File: src/rtl/ps2_pkg.sv
`default_nettype none
// ============================================================================
//  Module      : ps2_pkg
//  Description : Shared types and constants for the PS/2 keyboard sequencer:
//                sequencer states, prefix bytes, modifier key codes and the
//                key event record stored in the event FIFO.
//  Revision    : 1.0 - initial release
// ============================================================================
package ps2_pkg;

    typedef enum logic [2:0] {
        ST_IDLE    = 3'd0,
        ST_EXT     = 3'd1,
        ST_BRK     = 3'd2,
        ST_EXT_BRK = 3'd3,
        ST_PAUSE   = 3'd4
    } kbd_state_t;

    // Prefix bytes
    localparam logic [7:0] PS2_EXT   = 8'hE0;
    localparam logic [7:0] PS2_BRK   = 8'hF0;
    localparam logic [7:0] PS2_PAUSE = 8'hE1;

    // Scan codes with special meaning to the sequencer
    localparam logic [7:0] LSHIFT     = 8'h12;
    localparam logic [7:0] RSHIFT     = 8'h59;
    localparam logic [7:0] CTRL       = 8'h14;
    localparam logic [7:0] ALT        = 8'h11;
    localparam logic [7:0] PAUSE_CODE = 8'h77;

    typedef struct packed {
        logic       ext;
        logic       rel;
        logic [7:0] code;
    } key_event_t;

    // Bytes the keyboard sends as command responses rather than key codes
    function automatic logic is_device_response(input logic [7:0] b);
        return (b == 8'h00) || (b == 8'hAA) || (b == 8'hEE) ||
               (b == 8'hFA) || (b == 8'hFE) || (b == 8'hFF);
    endfunction

endpackage
`default_nettype wire

File: src/rtl/key_event_fifo.sv
`default_nettype none
// ============================================================================
//  Module      : key_event_fifo
//  Description : First-word-fall-through FIFO of key events. The head entry
//                is visible while empty_out is low. A push into a full FIFO
//                is accepted only when a pop happens in the same cycle.
//  Revision    : 1.0 - initial release
// ============================================================================
module key_event_fifo
    import ps2_pkg::*;
#(
    parameter int DEPTH = 4
) (
    input  logic       clk_in,
    input  logic       rst_in,
    input  logic       push_in,
    input  key_event_t push_data_in,
    input  logic       pop_in,
    output key_event_t head_out,
    output logic       full_out,
    output logic       empty_out
);

    localparam int AW = $clog2(DEPTH);
    localparam int CW = AW + 1;

    key_event_t      mem_q [DEPTH];
    key_event_t      mem_d [DEPTH];
    logic [AW-1:0]   wr_q, wr_d;
    logic [AW-1:0]   rd_q, rd_d;
    logic [CW-1:0]   count_q, count_d;
    logic            do_push;
    logic            do_pop;

    assign full_out  = (count_q == CW'(DEPTH));
    assign empty_out = (count_q == '0);
    assign head_out  = mem_q[rd_q];

    // Pointer, occupancy and storage updates for one push and/or pop
    always_comb begin
        mem_d   = mem_q;
        wr_d    = wr_q;
        rd_d    = rd_q;
        count_d = count_q;
        do_pop  = pop_in && !empty_out;
        do_push = push_in && (!full_out || do_pop);
        if (do_push) begin
            mem_d[wr_q] = push_data_in;
            wr_d        = wr_q + AW'(1);
        end
        if (do_pop) begin
            rd_d = rd_q + AW'(1);
        end
        unique case ({do_push, do_pop})
            2'b10:   count_d = count_q + CW'(1);
            2'b01:   count_d = count_q - CW'(1);
            default: count_d = count_q;
        endcase
    end

    // FIFO state registers
    always_ff @(posedge clk_in or negedge rst_in) begin
        if (!rst_in) begin
            for (int i = 0; i < DEPTH; i++) begin
                mem_q[i] <= '0;
            end
            wr_q    <= '0;
            rd_q    <= '0;
            count_q <= '0;
        end else begin
            mem_q   <= mem_d;
            wr_q    <= wr_d;
            rd_q    <= rd_d;
            count_q <= count_d;
        end
    end

endmodule
`default_nettype wire

File: src/rtl/ps2_keyboard_ctrl.sv
`default_nettype none
// ============================================================================
//  Module      : ps2_keyboard_ctrl
//  Description : Folds PS/2 scan-code byte sequences (E0/F0/E1 prefixes) into
//                single key events, tracks modifier levels and queues events
//                for a valid/ready consumer.
//  Revision    : 1.0 - initial release
// ============================================================================
module ps2_keyboard_ctrl
    import ps2_pkg::*;
#(
    parameter int FIFO_DEPTH     = 4,
    parameter int TIMEOUT_CYCLES = 1_000_000,
    parameter int PAUSE_SKIP     = 7
) (
    input  logic       clk_in,
    input  logic       rst_in,
    input  logic [7:0] code_in,
    input  logic       code_valid_in,
    output logic [7:0] key_code_out,
    output logic       key_ext_out,
    output logic       key_release_out,
    output logic       key_valid_out,
    input  logic       key_ready_in,
    output logic       shift_out,
    output logic       ctrl_out,
    output logic       alt_out,
    output logic       overflow_out,
    output logic       timeout_out
);

    localparam int                  TMO_W     = $clog2(TIMEOUT_CYCLES);
    localparam logic [TMO_W-1:0]    TMO_LAST  = TMO_W'(TIMEOUT_CYCLES - 1);
    localparam int                  SKIP_W    = $clog2(PAUSE_SKIP + 1);
    localparam logic [SKIP_W-1:0]   SKIP_LAST = SKIP_W'(PAUSE_SKIP - 1);

    kbd_state_t        state_q, state_d;
    logic [TMO_W-1:0]  tmo_q, tmo_d;
    logic [SKIP_W-1:0] skip_q, skip_d;
    logic              lshift_q, lshift_d;
    logic              rshift_q, rshift_d;
    logic              ctrl_q, ctrl_d;
    logic              alt_q, alt_d;
    logic              overflow_q, overflow_d;
    logic              timeout_q, timeout_d;

    logic              push;
    logic              commit_mod;
    key_event_t        push_ev;
    key_event_t        head;
    logic              fifo_full;
    logic              fifo_empty;
    logic              pop;

    assign key_valid_out   = !fifo_empty;
    assign pop             = key_valid_out && key_ready_in;
    assign key_code_out    = head.code;
    assign key_ext_out     = head.ext;
    assign key_release_out = head.rel;
    assign shift_out       = lshift_q || rshift_q;
    assign ctrl_out        = ctrl_q;
    assign alt_out         = alt_q;
    assign overflow_out    = overflow_q;
    assign timeout_out     = timeout_q;

    // Sequencer: next state, pause skip count, idle timeout and event push
    always_comb begin
        state_d    = state_q;
        tmo_d      = tmo_q;
        skip_d     = skip_q;
        push       = 1'b0;
        commit_mod = 1'b0;
        push_ev    = '0;
        timeout_d  = 1'b0;
        if (code_valid_in) begin
            tmo_d = '0;
            if (state_q == ST_PAUSE) begin
                // Everything inside a pause sequence is absorbed, prefixes too
                skip_d = skip_q + SKIP_W'(1);
                if (skip_q == SKIP_LAST) begin
                    push         = 1'b1;
                    push_ev.ext  = 1'b1;
                    push_ev.code = PAUSE_CODE;
                    skip_d       = '0;
                    state_d      = ST_IDLE;
                end
            end else if (code_in == PS2_EXT) begin
                state_d = ST_EXT;
            end else if (code_in == PS2_PAUSE) begin
                state_d = ST_PAUSE;
                skip_d  = '0;
            end else if (code_in == PS2_BRK) begin
                unique case (state_q)
                    ST_IDLE: state_d = ST_BRK;
                    ST_EXT:  state_d = ST_EXT_BRK;
                    default: state_d = state_q;
                endcase
            end else if (state_q == ST_IDLE) begin
                if (!is_device_response(code_in)) begin
                    push         = 1'b1;
                    commit_mod   = 1'b1;
                    push_ev.code = code_in;
                end
            end else begin
                push         = 1'b1;
                commit_mod   = 1'b1;
                push_ev.ext  = (state_q == ST_EXT) || (state_q == ST_EXT_BRK);
                push_ev.rel  = (state_q == ST_BRK) || (state_q == ST_EXT_BRK);
                push_ev.code = code_in;
                state_d      = ST_IDLE;
            end
        end else if (state_q == ST_IDLE) begin
            tmo_d = '0;
        end else if (tmo_q == TMO_LAST) begin
            // A stalled partial sequence is abandoned
            state_d   = ST_IDLE;
            tmo_d     = '0;
            skip_d    = '0;
            timeout_d = 1'b1;
        end else begin
            tmo_d = tmo_q + TMO_W'(1);
        end
    end

    // Modifier levels follow committed events, whether or not the FIFO keeps them
    always_comb begin
        lshift_d   = lshift_q;
        rshift_d   = rshift_q;
        ctrl_d     = ctrl_q;
        alt_d      = alt_q;
        overflow_d = push && fifo_full && !pop;
        if (commit_mod) begin
            // Extended 12/59 are fake shifts generated around navigation keys
            if (!push_ev.ext && (push_ev.code == LSHIFT)) lshift_d = !push_ev.rel;
            if (!push_ev.ext && (push_ev.code == RSHIFT)) rshift_d = !push_ev.rel;
            if (push_ev.code == CTRL) ctrl_d = !push_ev.rel;
            if (push_ev.code == ALT)  alt_d  = !push_ev.rel;
        end
    end

    // Sequencer, modifier and status-pulse registers
    always_ff @(posedge clk_in or negedge rst_in) begin
        if (!rst_in) begin
            state_q    <= ST_IDLE;
            tmo_q      <= '0;
            skip_q     <= '0;
            lshift_q   <= 1'b0;
            rshift_q   <= 1'b0;
            ctrl_q     <= 1'b0;
            alt_q      <= 1'b0;
            overflow_q <= 1'b0;
            timeout_q  <= 1'b0;
        end else begin
            state_q    <= state_d;
            tmo_q      <= tmo_d;
            skip_q     <= skip_d;
            lshift_q   <= lshift_d;
            rshift_q   <= rshift_d;
            ctrl_q     <= ctrl_d;
            alt_q      <= alt_d;
            overflow_q <= overflow_d;
            timeout_q  <= timeout_d;
        end
    end

    key_event_fifo #(
        .DEPTH (FIFO_DEPTH)
    ) u_fifo (
        .clk_in       (clk_in),
        .rst_in       (rst_in),
        .push_in      (push),
        .push_data_in (push_ev),
        .pop_in       (pop),
        .head_out     (head),
        .full_out     (fifo_full),
        .empty_out    (fifo_empty)
    );

endmodule
`default_nettype wire

File: config.mk
export PLATFORM = sky130hd
export DESIGN_NAME = ps2_keyboard_ctrl
export DESIGN_NICKNAME = d
export VERILOG_FILES = /design/src/rtl/ps2_pkg.sv /design/src/rtl/key_event_fifo.sv /design/src/rtl/ps2_keyboard_ctrl.sv
export SDC_FILE = /design/constraint.sdc
export NUM_CORES = 1
export LEC_CHECK = 0
export CAP_MARGIN = 10
export CORE_UTILIZATION = 45
export DETAILED_ROUTE_END_ITERATION = 10
export PLACE_DENSITY = 0.74
export SLEW_MARGIN = 30
export SYNTH_ARGS = -nofsm -noshare
export SYNTH_HDL_FRONTEND = slang
export SYNTH_SLANG_ARGS = --single-unit
export TNS_END_PERCENT = 50
File: constraint.sdc
create_clock -name clk_in -period 2.78 [get_ports clk_in]
set_input_delay 0.556 -clock clk_in [delete_from_list [all_inputs] [get_ports clk_in]]
set_output_delay 0.556 -clock clk_in [all_outputs]
set_load 0.02 [all_outputs]
==> results.toml, run 1 <==
[yosys]
synth-compound-area-share_pct = 9.21
syn_area_um2 = 3980
postSynthCellCount = 372
synth-simple-area-share_pct = 17.6
synthDistinctLibCells = 58
ys_warn_count = 0
yosys-top-cells-area = "dfrtp_1 (50%), mux4_2 (5.7%), nor2_1 (5.7%)"
synth-seq-cells = 79
synthAdderAreaFrac_pct = 2.39
synth_ff_type = "dfrtp_1"
synth_top_family_by_area = "simple AND/OR/NAND/NOR gates"
synthArstFlopShare_pct = 100
syn_area_per_cell_um2 = 10.7
synth_edf_count = 0
synth_mux_area_share_pct = 12.1
synth_top_area_share_pct = 49.7
yosys.area.top_type = "dfrtp_1"
synth_xor_area_share_pct = 5.28
yosysSeqAreaShare_pct = 49.7
syn_nets = 391

[global_route]
grt_max_degree = 80
top_usage_layer = "met2"
grtUsageMet1_pct = 25.7
grtUsageMet3_pct = 4.19
antenna_found_initial = 0
met2_usage_pct = 33.9
track_usage_pct = 20.3
gr-total-overflow = 0
grt_pass1_wl_um = 14100
grt_pass1_vias = 3022

[power_and_ir_drop]
clkPwrFrac_pct = 19.1
ir_worst_vdd_mv = 0.383
combPwrFrac_pct = 39.8
fin_total_pwr_mw = 4.28
switching_share_pct = 36.0
intPower_mw = 2.74
p_switching_mw = 1.54
powerDensity_nw_per_um2 = 901
power_leakage_nw = 2.07
pwr-share-seq_pct = 41.2

[critical_path]
crit_type = "primary input to flip-flop"
cp_common_cell = "xor2_1"
crit_fanout = 3
max_stage_delay_ps = 440
cp.required_ps = 3060
path_cells = "clkdlybuf4s50_1 -> or4_4 -> o221ai_2 -> a31o_1 -> and2_4 -> nor2_4 -> inv_2 -> ha_2 -> inv_1 -> fa_2 -> xor2_1 -> nor2_1 -> xor2_1"
end_kind = "flip-flop"
cp_slowest_cell = "or4_4"
r2r_cells = 11
cp.arrival_ps = 2970
cp-start-kind = "primary input"

[clocking]
cts_buffer_depth = 2
hold_buffers = 0
clk_latency_ps = 370
clk_pin_slew_ps = 100
clkSinkCount = 79
cts_max_level = 3
cts_tree = "built"
numCtsBuffers = 9
cts_root_buf = "clkbuf_8"

[floorplanning]
ios = 28
die_w_um = 96.0
rows = 33
die_area_um2 = 9220
core_um2 = 8380
start_util_pct = 47.5
die_h_um = 96.0

[timing]
drv_slew = 0
fin_skew_ps = 16.7
setup_viol = 0
rsz0062_at_grt = "no"
period_minus_slack_ps = 2690
maxSlewHeadroom_pct = 53.0
hold_viol = 0
finalCritPeriodShare_pct = 96.8
fmax_ghz = 0.372
worst_pin_slew_ps = 705
finalSetupTns_ps = 0

[cells_and_area]
layout.nets = 446
antenna_cells = 0
area_delta_synth_final_pct = 19.4
finalInstanceArea_um2 = 4750
regArea_um2 = 1980
multi_input_area_um2 = 1880
final_core_utilization_pct = 56.7
drive_above_1_share_pct = 22.5
nFillCells = 722

[min_path]
holdCritPathClass = "primary input to asynchronous set/reset pin"

[routing]
drt_iter0_drc = 123
dr.pass1.iters = 4
avgViaCountPerCell = 5.43
vias = 2917
ant_nets = 0
remaining_drc_errors = 0
wl_um = 8380
routedWlPerCell_um = 15.6

[placement]
dpl_cell_area_um2 = 4530
gp_congestion = 0.874
dp_hpwl_um = 5900
numPortBuffers = 27

[status]
run_status = "complete, no violations"

[job]
drv_cap = 0
[synthesized netlist by cell type (all sizes together), types with 2 or more instances]
master / instances
mux2: 17
xnor2: 14
a21oi: 38
a211oi: 2
inv: 16
or3: 2
and4: 3
nor4b: 2
nor3: 4
o21ai: 3
nand3: 17
xor2: 10
nand2: 18
clkbuf: 5
mux4: 10
nor2b: 2
nand4: 3
nor2: 61
dfrtp: 79
a32o: 3
buf: 11
and3: 9
nor4: 2
or4: 3
a41oi: 2
and2: 2
or2: 4
nor3b: 2
nand3b: 2
ha: 6
mux2i: 6
[through the flow]
step | setup WS [ps] | cells | hold WS (ps)
after CTS | 0.195 | 536 | 385
after global placement | -368 | 519 | 462
after global routing | 7.34 | 537 | 265
after floorplan | -16.8 | 372 | 260
after detailed placement | -434 | 519 | 473
final | 89.3 | 537 | 209
[power groups by stage]
stage | Sequential, mW | Clock, mW | Combinational [mW]
final | 1.76 | 0.816 | 1.70
after global routing | 1.81 | 0.877 | 1.88
after CTS | 1.76 | 0.836 | 1.73
after detailed placement | 1.79 | 0 | 1.71
after global placement | 1.76 | 0 | 1.67
after floorplan | 1.69 | 0 | 1.17
[timing repair]
action | 4_1_cts | 5_1_grt
setup buffers | 1 | 1
cloned | 0 | 0
setup endpoints to repair | 1 | 2
endpoints found under the hold margin | 0 | 0
resized for setup | 7 | 5
pin swaps | 5 | 5
[cell families after synthesis]
group                    Yosys count
AND/OR/NAND/NOR                  141
flip-flops                        79
AO/OA/AOI/OAI                     56
multiplexers                      33
buffers and inverters             32
XOR/XNOR                          24
adder cells (fa/ha/maj)            7
[worst max-delay path: cells and delay by family]
family                   cells  cell delay, ps
AND/OR/NAND/NOR              4             800
adder cells (fa/ha/maj)      2             490
XOR/XNOR                     2             300
buffers and inverters        3             520
AO/OA/AOI/OAI                2             300
[cells in the final DEF (no fill, tap or decap), drive strengths merged, types with 10 or more instances in the layout]
cell	n
a21oi	38
buf	34
clkdlybuf4s50	19
dfrtp	79
inv	20
mux2	17
mux4	10
nand2	18
nand3	17
nor2	61
xnor2	14
xor2	10
[registers in the layout (all words and copies together), names as in the netlist]
signal          cells
skip_q              3
ctrl_out            1
u_fifo.mem_q       40
u_fifo.count_q      3
u_fifo.wr_q         2
lshift_q            1
timeout_out         1
overflow_out        1
alt_out             1
rshift_q            1
tmo_q              20
u_fifo.rd_q         2
state_q             3
[area by class of cell]
cell class              instances  share of cell area [%]
flip-flops and latches         79                    41.6
multi-input cells             261                    39.5
repair buffers                 60                    11.0
well taps                     105                    2.76
clock buffers                   9                    2.61
clock inverters                 7                    1.29
inverters                      16                    1.26
[per-layer routing]
layer | up-vias | part of all wire [%]
li1 | 1418 | -
met1 | 1430 | 46
met2 | 54 | 48
met3 | 15 | 3.8
met4 | 0 | 2.2
met5 | - | 0
[worst paths after layout]
| check | slack (ps) | from | to |
|---|---|---|---|
| setup / recovery | 90 | code_in[4] | u_fifo.count_q[2]$_DFFE_PN0P_ |
| hold / removal | 210 | rst_in | skip_q[2]$_DFFE_PN0P_ |
| setup reg to reg | 340 | state_q[0]$_DFFE_PN0P_ | u_fifo.count_q[2]$_DFFE_PN0P_ |
| hold reg to reg | 480 | u_fifo.count_q[2]$_DFFE_PN0P_ | u_fifo.count_q[2]$_DFFE_PN0P_ |
| max in group asynchronous | 2080 | rst_in | u_fifo.mem_q[3]$_DFFE_PN0P_ |
| min in group clk_in | 480 | u_fifo.count_q[2]$_DFFE_PN0P_ | u_fifo.count_q[2]$_DFFE_PN0P_ |
Note: power is estimated with default switching activity, not from simulation.
==> inputs of run 2 (changes only) <==
Settings changed: CORE_UTILIZATION 45 to 25, PLACE_DENSITY 0.74 to 0.51, RECOVER_POWER set to 25.
==> run 2 against run 1 <==
Against the previous run:
- cell count up 21%
- critical path depth unchanged
- highest routed layer unchanged
- worst hold slack better by 260 ps
- total power up 10%
- register-to-register slack better by 30 ps
- flip-flop and latch count unchanged
- via count up 0.41%
- fmax up 1.2%
- die area up 78%
- first-iteration DRC count up 110%
- worst setup slack better by 33 ps
- global-route usage down 8.1 points
==> results.toml, run 2 (synthesis gave the netlist of run 1 again) <==
[job]
drv_cap = 0

[floorplanning]
die_w_um = 128
die_h_um = 128
ios = 28
core_um2 = 15400
die_area_um2 = 16400
start_util_pct = 25.9
rows = 45

[cells_and_area]
top_regs = "u_fifo.mem_q (40), tmo_q (20)"
multi_input_area_um2 = 1890
layout.nets = 451
drive_above_1_share_pct = 23.3
regArea_um2 = 1980
finalInstanceArea_um2 = 5040
largest_register_ffs = 40
layout_commonest_cell = "dfrtp_1"
regMostFlops = "u_fifo.mem_q"
antenna_cells = 0
area_delta_synth_final_pct = 26.7
nFillCells = 1566
most-common-layout-cells = "dfrtp_1 (79), nor2_1 (60), buf_4 (38), a21oi_1 (33)"

[power_and_ir_drop]
fin_total_pwr_mw = 4.73
ir_worst_vdd_mv = 0.424
power_leakage_nw = 2.14
powerDensity_nw_per_um2 = 938

[critical_path]
r2r_slack_ps = 370
rr_startpoint = "u_fifo.count_q[0]$_DFFE_PN0P_"
end_kind = "flip-flop"
cp-start-kind = "primary input"
crit_type = "primary input to flip-flop"
critPathCapture = "u_fifo.count_q[2]$_DFFE_PN0P_"
cp.arrival_ps = 2920
r2r_cells = 10
cp.required_ps = 3040
r2r-end = "u_fifo.count_q[2]$_DFFE_PN0P_"
crit_fanout = 3
cp-startpoint = "code_in[5]"

[timing]
finalSetupTns_ps = 0
period_minus_slack_ps = 2660
maxSlewHeadroom_pct = 13.4
fmax_ghz = 0.376
setup_viol = 0
finalCritPeriodShare_pct = 95.6
hold_viol = 0
hold_ws_ps = 474
drv_slew = 0
worst_pin_slew_ps = 1300
fin_skew_ps = 5.97

[routing]
routedWlPerCell_um = 14.2
vias = 2929
dr.pass1.iters = 4
wl_um = 9200
drt_iter0_drc = 257
remaining_drc_errors = 0
ant_nets = 0
avgViaCountPerCell = 4.52

[global_route]
grt_pass1_wl_um = 15400
grt_max_degree = 50
antenna_found_initial = 0
gr-total-overflow = 0
grt_pass1_vias = 2916
track_usage_pct = 12.2

[clocking]
cts_tree = "built"
cts_buffer_depth = 2
numCtsBuffers = 9
clk_pin_slew_ps = 60
clkSinkCount = 79
clk_latency_ps = 340
cts_root_buf = "clkbuf_16"
cts_max_level = 3

[placement]
dp_hpwl_um = 6640
gp_congestion = 0.837
numPortBuffers = 27
dpl_cell_area_um2 = 4700

[min_path]
holdCritPathClass = "flip-flop to flip-flop"

[status]
run_status = "complete, no violations"
[run 2: changes by cell type in the layout (fill, tap and decap cells not counted), moves of 2 or more]
cell | previous run | this run
clkbuf_16 | 0 | 9
clkbuf_8 | 9 | 0
buf_4 | 33 | 38
dlygate4sd2_1 | 4 | 6
[run 2: cell type report]
class                      count  area share, %
tap                          211           5.24
sequential                    79           39.2
clock buffer                   9           4.47
timing repair buffer          65           10.9
clock inverter                 7           1.56
multi-input combinational    261           37.4
inverter                      16           1.19
[run 2: what timing repair did]
action | 4_1_cts | 5_1_grt
buffers inserted | 1 | 1
setup endpoints to repair | 1 | 1
resized for setup | 9 | 5
pin swaps | 5 | 6
hold buffers | 0 | 0
[run 2: stage by stage]
stage                     cells  utilization (%)  worst slack, ps
final                       648             32.8              122
after floorplan             372                -            -16.8
after detailed placement    630             30.6             -436
after global placement      630             30.6             -407
after CTS                   647             32.6             14.6
after global routing        648             32.8            -2.75
[run 2: how the worst min path moves through the flow]
stage | cells past startpoint | end | startpoint | slack (ps)
2_1_floorplan | 0 | alt_out$_DFFE_PN0P_ | rst_in | 260
3_3_place_gp | 1 | u_fifo.count_q[2]$_DFFE_PN0P_ | u_fifo.count_q[2]$_DFFE_PN0P_ | 460
3_5_place_dp | 1 | u_fifo.count_q[2]$_DFFE_PN0P_ | u_fifo.count_q[2]$_DFFE_PN0P_ | 470
4_1_cts | 1 | u_fifo.mem_q[24]$_DFFE_PN0P_ | rst_in | 270
5_1_grt | 1 | u_fifo.count_q[2]$_DFFE_PN0P_ | u_fifo.count_q[2]$_DFFE_PN0P_ | 510
6_report | 1 | u_fifo.count_q[2]$_DFFE_PN0P_ | u_fifo.count_q[2]$_DFFE_PN0P_ | 470
[run 2: worst max-delay path: stages]
cell and delay, ps:
dlygate4sd2_1 250, or4_4 540, o21ai_2 140, a31o_1 200, and2_4 180, nor2_4 50
inv_2 70, ha_4 130, inv_1 50, fa_2 330, xor2_1 150, nor2_1 130
xor2_1 160
[run 2: report_power, final]
group / switching (mW) / leakage [nW] / total (mW) / internal [mW]
Sequential: 0.235 / 0.998 / 1.75 / 1.51
Clock: 0.502 / 0.139 / 1.21 / 0.705
Combinational: 0.856 / 1.00 / 1.78 / 0.921
Total: 1.59 / 2.14 / 4.73 / 3.14
[run 2: layer usage]
metal | part of all wire, % | global-route usage (%) | vias to the layer above
li1 | - | - | 1429
met4 | 1.7 | 5.05 | 0
met2 | 45 | 18.4 | 54
met5 | 0 | 0 | -
met3 | 4.0 | 3.17 | 9
met1 | 49 | 16.6 | 1437
==> inputs of run 3 (changes only) <==
Settings changed: CAP_MARGIN 10 to 15.
==> results of run 3 <==
Final layout, timing and power as in run 2 (identical DEF).
